File: src/rtl/forward_hazard_unit_if.sv
// Forwarding / hazard interface between the EX/ID pipeline stages and
// forward_hazard_unit.
//   master : pipeline side. Drives the ID/EX operand ids, the EX result and
//            control, and memory read data. Receives the forwarded values,
//            the selects and the stall controls.
//   slave  : forward_hazard_unit.
interface forward_hazard_unit_if #(
  parameter int DATA_WIDTH = 32
);
  logic [31:0]           if_id_instr;
  logic [4:0]            id_ex_rs;
  logic [4:0]            id_ex_rt;
  logic [4:0]            ex_dest;
  logic                  ex_reg_write;
  logic                  ex_mem_to_reg;
  logic [DATA_WIDTH-1:0] alu_result;
  logic [DATA_WIDTH-1:0] mem_read_data;

  logic [DATA_WIDTH-1:0] ex_mem_alu_result;
  logic [4:0]            ex_mem_dest;
  logic                  ex_mem_reg_write;
  logic                  ex_mem_mem_to_reg;
  logic [DATA_WIDTH-1:0] mem_wb_write_back_result;
  logic [4:0]            mem_wb_dest;
  logic                  mem_wb_reg_write;
  logic [1:0]            Forward_A;
  logic [1:0]            Forward_B;
  logic                  stall;
  logic                  id_ex_flush;

  modport master (
    output if_id_instr, id_ex_rs, id_ex_rt, ex_dest, ex_reg_write,
           ex_mem_to_reg, alu_result, mem_read_data,
    input  ex_mem_alu_result, ex_mem_dest, ex_mem_reg_write, ex_mem_mem_to_reg,
           mem_wb_write_back_result, mem_wb_dest, mem_wb_reg_write,
           Forward_A, Forward_B, stall, id_ex_flush
  );

  modport slave (
    input  if_id_instr, id_ex_rs, id_ex_rt, ex_dest, ex_reg_write,
           ex_mem_to_reg, alu_result, mem_read_data,
    output ex_mem_alu_result, ex_mem_dest, ex_mem_reg_write, ex_mem_mem_to_reg,
           mem_wb_write_back_result, mem_wb_dest, mem_wb_reg_write,
           Forward_A, Forward_B, stall, id_ex_flush
  );
endinterface

File: src/rtl/forward_hazard_unit.sv
// EX-stage forwarding producer and load-use hazard unit.
// It owns the EX/MEM and MEM/WB result and destination registers and
// generates the operand-forward selects for EX. It also detects load-use
// hazards and holds PC/IF-ID while ID/EX is bubbled.
//   clk   : pipeline clock, rising edge
//   reset : synchronous, active-high
//   bus   : forward_hazard_unit_if.slave (all data, control and forwarding signals)
// Forward select encoding: 00 = regfile, 01 = MEM/WB, 10 = EX/MEM.
module forward_hazard_unit #(
  parameter int DATA_WIDTH        = 32,
  parameter int LOAD_STALL_CYCLES = 1
) (
  input logic clk,
  input logic reset,
  forward_hazard_unit_if.slave bus
);

  typedef enum logic {IDLE, STALL} state_t;

  // Value loaded into the counter on hazard entry. The IDLE cycle that detects
  // the hazard is the first stall cycle, so STALL covers the remaining N-1.
  localparam logic [2:0] STALL_INIT = 3'(LOAD_STALL_CYCLES - 1);

  logic [DATA_WIDTH-1:0] ex_mem_alu_q, mem_wb_res_q;
  logic [4:0]            ex_mem_dest_q, mem_wb_dest_q;
  logic                  ex_mem_rw_q, ex_mem_m2r_q, mem_wb_rw_q;
  state_t                state;
  logic [2:0]            cnt;
  logic                  hazard;
  logic [1:0]            fwd_a, fwd_b;

  // Only the rs/rt fields of the ID instruction are used for hazard detection.
  logic unused_instr;
  assign unused_instr = ^{bus.if_id_instr[31:26], bus.if_id_instr[15:0]};

  assign hazard = bus.ex_reg_write && bus.ex_mem_to_reg && (bus.ex_dest != 5'd0) &&
                  ((bus.ex_dest == bus.if_id_instr[25:21]) ||
                   (bus.ex_dest == bus.if_id_instr[20:16]));

  always_ff @(posedge clk) begin
    if (reset) begin
      ex_mem_alu_q  <= '0;
      ex_mem_dest_q <= '0;
      ex_mem_rw_q   <= 1'b0;
      ex_mem_m2r_q  <= 1'b0;
      mem_wb_res_q  <= '0;
      mem_wb_dest_q <= '0;
      mem_wb_rw_q   <= 1'b0;
      state         <= IDLE;
      cnt           <= 3'd0;
    end else begin
      // Pipeline registers advance every cycle. During a stall, ID/EX carries
      // a bubble, so the values that advance are harmless.
      ex_mem_alu_q  <= bus.alu_result;
      ex_mem_dest_q <= bus.ex_dest;
      ex_mem_rw_q   <= bus.ex_reg_write;
      ex_mem_m2r_q  <= bus.ex_mem_to_reg;
      mem_wb_res_q  <= ex_mem_m2r_q ? bus.mem_read_data : ex_mem_alu_q;
      mem_wb_dest_q <= ex_mem_dest_q;
      mem_wb_rw_q   <= ex_mem_rw_q;

      case (state)
        IDLE: begin
          if (hazard && (LOAD_STALL_CYCLES > 1)) begin
            state <= STALL;
            cnt   <= STALL_INIT;
          end
        end
        STALL: begin
          // Leave as the counter reaches zero. The hazard is not re-checked
          // here because EX holds the bubble inserted on the first stall cycle.
          cnt <= cnt - 3'd1;
          if (cnt <= 3'd1) state <= IDLE;
        end
        default: begin
          state <= IDLE;
          cnt   <= 3'd0;
        end
      endcase
    end
  end

  // A load in EX/MEM is not a forward source: its ALU result is an address.
  // Register 0 is never forwarded. EX/MEM (the younger result) wins over MEM/WB.
  always_comb begin
    fwd_a = 2'b00;
    if (ex_mem_rw_q && !ex_mem_m2r_q && (ex_mem_dest_q != 5'd0) &&
        (ex_mem_dest_q == bus.id_ex_rs))
      fwd_a = 2'b10;
    else if (mem_wb_rw_q && (mem_wb_dest_q != 5'd0) && (mem_wb_dest_q == bus.id_ex_rs))
      fwd_a = 2'b01;
  end

  always_comb begin
    fwd_b = 2'b00;
    if (ex_mem_rw_q && !ex_mem_m2r_q && (ex_mem_dest_q != 5'd0) &&
        (ex_mem_dest_q == bus.id_ex_rt))
      fwd_b = 2'b10;
    else if (mem_wb_rw_q && (mem_wb_dest_q != 5'd0) && (mem_wb_dest_q == bus.id_ex_rt))
      fwd_b = 2'b01;
  end

  assign bus.ex_mem_alu_result        = ex_mem_alu_q;
  assign bus.ex_mem_dest              = ex_mem_dest_q;
  assign bus.ex_mem_reg_write         = ex_mem_rw_q;
  assign bus.ex_mem_mem_to_reg        = ex_mem_m2r_q;
  assign bus.mem_wb_write_back_result = mem_wb_res_q;
  assign bus.mem_wb_dest              = mem_wb_dest_q;
  assign bus.mem_wb_reg_write         = mem_wb_rw_q;
  assign bus.Forward_A                = fwd_a;
  assign bus.Forward_B                = fwd_b;
  assign bus.stall                    = (state == STALL) || hazard;
  assign bus.id_ex_flush              = (state == STALL) || hazard;

endmodule

File: src/flat_wrapper.sv
// flat-port wrapper written by rule: the top's interface ports become plain ports
module forward_hazard_unit_flat 
#(
  parameter int DATA_WIDTH        = 32,
  parameter int LOAD_STALL_CYCLES = 1
)
  (clk, reset, bus_if_id_instr, bus_id_ex_rs, bus_id_ex_rt, bus_ex_dest, bus_ex_reg_write, bus_ex_mem_to_reg, bus_alu_result, bus_mem_read_data, bus_ex_mem_alu_result, bus_ex_mem_dest, bus_ex_mem_reg_write, bus_ex_mem_mem_to_reg, bus_mem_wb_write_back_result, bus_mem_wb_dest, bus_mem_wb_reg_write, bus_Forward_A, bus_Forward_B, bus_stall, bus_id_ex_flush);
  forward_hazard_unit_if #(.DATA_WIDTH(DATA_WIDTH)) bus_i ();
  input logic clk;
  input logic reset;
  input wire logic [$bits(bus_i.if_id_instr)-1:0] bus_if_id_instr;
  input wire logic [$bits(bus_i.id_ex_rs)-1:0] bus_id_ex_rs;
  input wire logic [$bits(bus_i.id_ex_rt)-1:0] bus_id_ex_rt;
  input wire logic [$bits(bus_i.ex_dest)-1:0] bus_ex_dest;
  input wire logic [$bits(bus_i.ex_reg_write)-1:0] bus_ex_reg_write;
  input wire logic [$bits(bus_i.ex_mem_to_reg)-1:0] bus_ex_mem_to_reg;
  input wire logic [$bits(bus_i.alu_result)-1:0] bus_alu_result;
  input wire logic [$bits(bus_i.mem_read_data)-1:0] bus_mem_read_data;
  output wire logic [$bits(bus_i.ex_mem_alu_result)-1:0] bus_ex_mem_alu_result;
  output wire logic [$bits(bus_i.ex_mem_dest)-1:0] bus_ex_mem_dest;
  output wire logic [$bits(bus_i.ex_mem_reg_write)-1:0] bus_ex_mem_reg_write;
  output wire logic [$bits(bus_i.ex_mem_mem_to_reg)-1:0] bus_ex_mem_mem_to_reg;
  output wire logic [$bits(bus_i.mem_wb_write_back_result)-1:0] bus_mem_wb_write_back_result;
  output wire logic [$bits(bus_i.mem_wb_dest)-1:0] bus_mem_wb_dest;
  output wire logic [$bits(bus_i.mem_wb_reg_write)-1:0] bus_mem_wb_reg_write;
  output wire logic [$bits(bus_i.Forward_A)-1:0] bus_Forward_A;
  output wire logic [$bits(bus_i.Forward_B)-1:0] bus_Forward_B;
  output wire logic [$bits(bus_i.stall)-1:0] bus_stall;
  output wire logic [$bits(bus_i.id_ex_flush)-1:0] bus_id_ex_flush;
  assign bus_i.if_id_instr = bus_if_id_instr;
  assign bus_i.id_ex_rs = bus_id_ex_rs;
  assign bus_i.id_ex_rt = bus_id_ex_rt;
  assign bus_i.ex_dest = bus_ex_dest;
  assign bus_i.ex_reg_write = bus_ex_reg_write;
  assign bus_i.ex_mem_to_reg = bus_ex_mem_to_reg;
  assign bus_i.alu_result = bus_alu_result;
  assign bus_i.mem_read_data = bus_mem_read_data;
  assign bus_ex_mem_alu_result = bus_i.ex_mem_alu_result;
  assign bus_ex_mem_dest = bus_i.ex_mem_dest;
  assign bus_ex_mem_reg_write = bus_i.ex_mem_reg_write;
  assign bus_ex_mem_mem_to_reg = bus_i.ex_mem_mem_to_reg;
  assign bus_mem_wb_write_back_result = bus_i.mem_wb_write_back_result;
  assign bus_mem_wb_dest = bus_i.mem_wb_dest;
  assign bus_mem_wb_reg_write = bus_i.mem_wb_reg_write;
  assign bus_Forward_A = bus_i.Forward_A;
  assign bus_Forward_B = bus_i.Forward_B;
  assign bus_stall = bus_i.stall;
  assign bus_id_ex_flush = bus_i.id_ex_flush;
  forward_hazard_unit #(.DATA_WIDTH(DATA_WIDTH), .LOAD_STALL_CYCLES(LOAD_STALL_CYCLES)) u_core (.clk(clk), .reset(reset), .bus(bus_i));
endmodule
File: config.mk
export PLATFORM = sky130hd
export DESIGN_NAME = forward_hazard_unit_flat
export DESIGN_NICKNAME = d
export VERILOG_FILES = /design/src/rtl/forward_hazard_unit_if.sv /design/src/rtl/forward_hazard_unit.sv /design/src/flat_wrapper.sv
export SDC_FILE = /design/constraint.sdc
export NUM_CORES = 1
export LEC_CHECK = 0
export ABC_CLOCK_PERIOD_IN_PS = 1900
export CAP_MARGIN = 0
export CELL_PAD_IN_SITES_DETAIL_PLACEMENT = 1
export CELL_PAD_IN_SITES_GLOBAL_PLACEMENT = 2
export CORE_MARGIN = 2
export CORE_UTILIZATION = 19
export CTS_CLUSTER_SIZE = 28
export DETAILED_ROUTE_END_ITERATION = 10
export PLACE_DENSITY = 0.85
export SLEW_MARGIN = 20
export SYNTH_ARGS = -nofsm -noshare
export SYNTH_HDL_FRONTEND = slang
export SYNTH_SLANG_ARGS = --single-unit
File: constraint.sdc
create_clock -name clk -period 1.9 [get_ports clk]
set_input_delay 0.285 -clock clk [delete_from_list [all_inputs] [get_ports clk]]
set_output_delay 0.285 -clock clk [all_outputs]
set_load 0.005 [all_outputs]
# ---- After elaboration in Yosys (flattened, before gate mapping)
# Cells that the tools add are included.
# W data, S select, Z words.
dict set report op_classes {
  add_sub_neg 1
  n_lt_le_gt_ge 1
  n_eq_ne 6
  mux 6
  bitwise 1
  n_reduce_logical 17
}
# op n
set op_table {}
lappend op_table {{$mux W32} 1}
lappend op_table {{$eq A5 B5 Y1} 6}
lappend op_table {{$reduce_bool A5 Y1} 3}
lappend op_table {{$logic_and A1 B1 Y1} 10}
lappend op_table {{$mux W2} 2}
lappend op_table {{$le A3 B1 Y1 const B} 1}
lappend op_table {{$mux W1} 3}
lappend op_table {{$sub A3 B1 Y3 const B} 1}
lappend op_table {{$logic_or A1 B1 Y1} 2}
lappend op_table {{$reduce_or A2 Y1} 1}
lappend op_table {{$logic_not A1 Y1} 1}
lappend op_table {{$not A1 Y1} 1}
dict set report word_totals {
  ff_bits 81
  in_bits 115
  out_inout_bits 83
  word_cells 41
}

# ---- Logic depth before layout (Yosys ltp)
dict set report logic_depth {
  ltp_word 5
  depth_mapped 5
  ltp_nobuf 5
}

# ---- Least setup slack after synthesis
# OpenSTA, ideal clock, no wires.
dict set report synth_timing {
  path_type {flip-flop to output port}
  from {reg u_core.ex_mem_dest_q[0], in the netlist u_core.bus.ex_mem_dest[0]}
  to {out bus_Forward_A[0]}
  arrival_ps 1403
  t_required_ps 1615
  slack_ps 212
  path_stages_with_launch 5
  n_path_buf 0
  path_cell_list {dfxtp_1 or4_4 o21ai_4 nor4_2 nor4_2}
}
dict set report synth_via {
  elab_chain_cells 4
  elab_cells_between_ends 5
  cone_classes {1 x eq/ne; 1 x mux; 3 x reduce/logical}
}
# element line_no
set synth_rtl {}
lappend synth_rtl {{start: declaration} forward_hazard_unit.sv:25} ;# logic [4:0] ex_mem_dest_q, mem_wb_dest_q;
lappend synth_rtl {{start signal: assignment} forward_hazard_unit.sv:55} ;# ex_mem_dest_q <= bus.ex_dest;
lappend synth_rtl {{$reduce_bool A5 Y1} forward_hazard_unit.sv:87} ;# if (ex_mem_rw_q && !ex_mem_m2r_q && (ex_mem_dest_q != 5'd0) &&
lappend synth_rtl {{$logic_and A1 B1 Y1} forward_hazard_unit.sv:87}
lappend synth_rtl {{$logic_and A1 B1 Y1 *} forward_hazard_unit.sv:87}
lappend synth_rtl {{$mux W2 *} forward_hazard_unit.sv:87}
lappend synth_rtl {{end: declaration} flat_wrapper.sv:26} ;# output wire logic [$bits(bus_i.Forward_A)-1:0] bus_Forward_A;
# Mark *: on every way between the ends. The rest lies on a longest branch, timed or not.

# ---- Final worst setup path
dict set report layout_timing {
  from {reg u_core.mem_wb_dest_q[3], in the netlist u_core.bus.mem_wb_dest[3]}
  to {out bus_Forward_B[0]}
}
dict set report layout_via {
  elab_chain_cells 5
  elab_cells_between_ends 6
  cone_classes {1 x eq/ne; 2 x mux; 3 x reduce/logical}
}
# element line_no
set layout_rtl {}
lappend layout_rtl {{start: declaration} forward_hazard_unit.sv:25}
lappend layout_rtl {{start signal: assignment} forward_hazard_unit.sv:59} ;# mem_wb_dest_q <= ex_mem_dest_q;
lappend layout_rtl {{$reduce_bool A5 Y1} forward_hazard_unit.sv:99} ;# else if (mem_wb_rw_q && (mem_wb_dest_q != 5'd0) && (mem_wb_dest_q == bus.id_ex_rt))
lappend layout_rtl {{$logic_and A1 B1 Y1} forward_hazard_unit.sv:99}
lappend layout_rtl {{$logic_and A1 B1 Y1 *} forward_hazard_unit.sv:99}
lappend layout_rtl {{$mux W1 *} forward_hazard_unit.sv:99}
lappend layout_rtl {{$mux W2 *} forward_hazard_unit.sv:96} ;# if (ex_mem_rw_q && !ex_mem_m2r_q && (ex_mem_dest_q != 5'd0) &&
lappend layout_rtl {{end: declaration} flat_wrapper.sv:27} ;# output wire logic [$bits(bus_i.Forward_B)-1:0] bus_Forward_B;
# Marks and branches as above.

==> flow_summary.json <==
{
  "port_buffers": 175,
  "die_h_um": 128,
  "path_clk_slew_ns": 0.06,
  "num_vias": 2598,
  "finish.utilization_pct": 36.0,
  "setup_viol": 4,
  "min_period_ns": 2.16,
  "routabilityCongestion": 0.874,
  "drcViolationCount": 0,
  "synth_flop_cell": "dfxtp_1",
  "async_flop_share_pct": 0,
  "cts_buffers": 9,
  "finalMaxSlewViolations": 0,
  "chipWidth_um": 128,
  "min_path_cells": 3,
  "avgSynthCellArea_sq_um": 10.9,
  "ys_warn_count": 0,
  "endpoint_kind": "primary output",
  "synth_common_cells": "dfxtp_1 (81), nor2b_1 (44), nor2_1 (37)",
  "clkSinkCount": 81,
  "wl_per_cell_um": 14.0,
  "drtPass1Iterations": 2,
  "max-cap-violations": 0,
  "clockBufferDepth": 2,
  "grt_antenna_before_repair": 0,
  "yosys.area_share.simple_pct": 19.2,
  "ys_seq_elements": 81,
  "ios": 198,
  "synth.largest_area_cell": "dfxtp_1",
  "synth_fp_nets": 387,
  "rsz0062_at_grt": "yes",
  "yosys.area_share.adder_pct": 0.854,
  "clk_latency_ns": 0.33,
  "synth_edf_count": 0,
  "cts_root_buffer": "clkbuf_16",
  "worst_slew_pin_slew_ns": 0.346,
  "synth_top_family_by_area": "simple AND/OR/NAND/NOR gates",
  "syn_inst": 270,
  "synth_area_leaders": "dfxtp_1 (55%), mux2i_1 (11%), nor2b_1 (9.4%)",
  "final_nets": 592,
  "hold_viol_final": 0,
  "grt_max_degree": 82,
  "synthToLayoutAreaGrowth_pct": 85.8,
  "arrival_ns": 1.88,
  "fin_worst_skew_ns": 0.00449,
  "ir_worst_vdd_v": 0.000382,
  "final_antenna_net_count": 0,
  "synth_compound_area_share_pct": 1.71,
  "cts_tree": "done",
  "wl_mm": 9.36,
  "cp_data_required_time_ns": 1.62,
  "critPathMaxFanout": 2,
  "reg2reg_depth": 3,
  "timing.setup.tns_ns": -0.586,
  "synthMuxAreaShare_pct": 10.9,
  "hpwl_mm": 7.27,
  "fp.coreArea_sq_mm": 0.0151,
  "num_rows": 45,
  "max_slew_margin_pct": 77.0,
  "die-area_sq_mm": 0.0164,
  "num_antenna_cells": 0,
  "start_util_pct": 19.4,
  "synth-xor-area-share_pct": 9.56,
  "synth_most_common_cell": "dfxtp_1",
  "leakage_nw": 2.14,
  "synth_top_area_share_pct": 55.3,
  "power_density_mw_per_mm2": 766,
  "violations": "setup timing",
  "synth_cell_types": 25,
  "fmax_mhz": 463,
  "via_per_inst": 3.89,
  "grt_pass1_vias": 2888,
  "dr.first_iter.drc_count": 28,
  "h-tree-depth": 3,
  "drive_gt1_share_pct": 14.6,
  "ys_seq_area_share_pct": 55.3,
  "grt_usage_pct": 11.4,
  "netlist_area_sq_mm": 0.00293,
  "path_class": "register to primary output",
  "hold_path_class": "primary input to register",
  "grt-ovfl-total": 0,
  "timing.final.crit_share_pct": 114,
  "startpoint_type": "register",
  "status": "finished, violations left",
  "setup_slack_ns": -0.260,
  "grt_pass1_wl_mm": 14.3
}
==> worst max-delay path, stage by stage (launching register included) <==
cell,delay (ns)
dfxtp_2,0.33
buf_6,0.11
xor2_1,0.14
or4_4,0.54
nor4_4,0.27
buf_2,0.15
==> placed cells by master, fill, tap and decap left out, types with 6 or more instances in the layout <==
| cell type | instances |
|---|---|
| xor2_1 | 15 |
| mux2i_1 | 32 |
| clkbuf_16 | 9 |
| xnor2_1 | 17 |
| nor2b_1 | 44 |
| dfxtp_1 | 76 |
| dlygate4sd2_1 | 6 |
| nor2_1 | 37 |
| clkdlybuf4s50_1 | 162 |
| buf_4 | 26 |
==> power breakdown <==
part           internal, W  switching [W]
sequential         0.00179      0.0000404
clock              0.00102       0.000637
combinational     0.000453       0.000230
==> routing by layer <==
| metal | vias to the layer above | part of all wire (%) | GRT usage (%) |
|---|---|---|---|
| met1 | 1211 | 39 | 11.9 |
| met4 | 0 | 2.0 | 4.98 |
| li1 | 1275 | - | - |
| met2 | 99 | 53 | 20.6 |
| met3 | 13 | 6.5 | 3.88 |
| met5 | - | 0 | 0 |
==> what timing repair did <==
item	4_1_cts	5_1_grt
setup endpoints to repair	7	5
gates cloned	0	0
pin swaps	7	3
hold buffers	0	0
buffers inserted	5	0
resized for setup	39	6
==> layout make-up <==
cell class              count  area (sq um)
clock buffers              14           284
clock inverters             2          10.0
fillers                  1676          9700
inverters                   2          7.51
multi-input cells         173          1280
flip-flops and latches     81          1630
well taps                 188           235
repair buffers            208          2010
==> through the flow <==
stage                     instance area (sq um)  instances  total power (W)  worst slack [ns]  hold WS [ns]
final                                      5450        668          0.00417            -0.260         0.439
after floorplan                            2930        270          0.00207             0.212         0.413
after global placement                     5070        647          0.00252            -0.460         0.466
after global routing                       5450        668          0.00437            -0.367         0.458
after CTS                                  5430        668          0.00427            -0.281         0.433
after detailed placement                   5070        647          0.00254            -0.546         0.490
==> final timing paths <==
kind              slack, ns                             from                                       to
setup / recovery      -0.26        u_core.bus.mem_wb_dest[3]                         bus_Forward_B[0]
hold reg to reg        0.49  u_core.bus.ex_mem_alu_result[6]   u_core.bus.mem_wb_write_back_result[6]
setup reg to reg       0.84                    u_core.cnt[0]                            u_core.cnt[1]
hold / removal         0.44                            reset  u_core.bus.mem_wb_write_back_result[14]
==> kinds of logic after synthesis <==
group | Yosys count
xor gates and xnor gates | 32
AOI/OAI and AO/OA | 6
and+or+nand+nor | 101
adders and majority gates | 2
buffers and inverters | 16
muxes | 32
DFF | 81
Power figures use the tool's default switching activity.
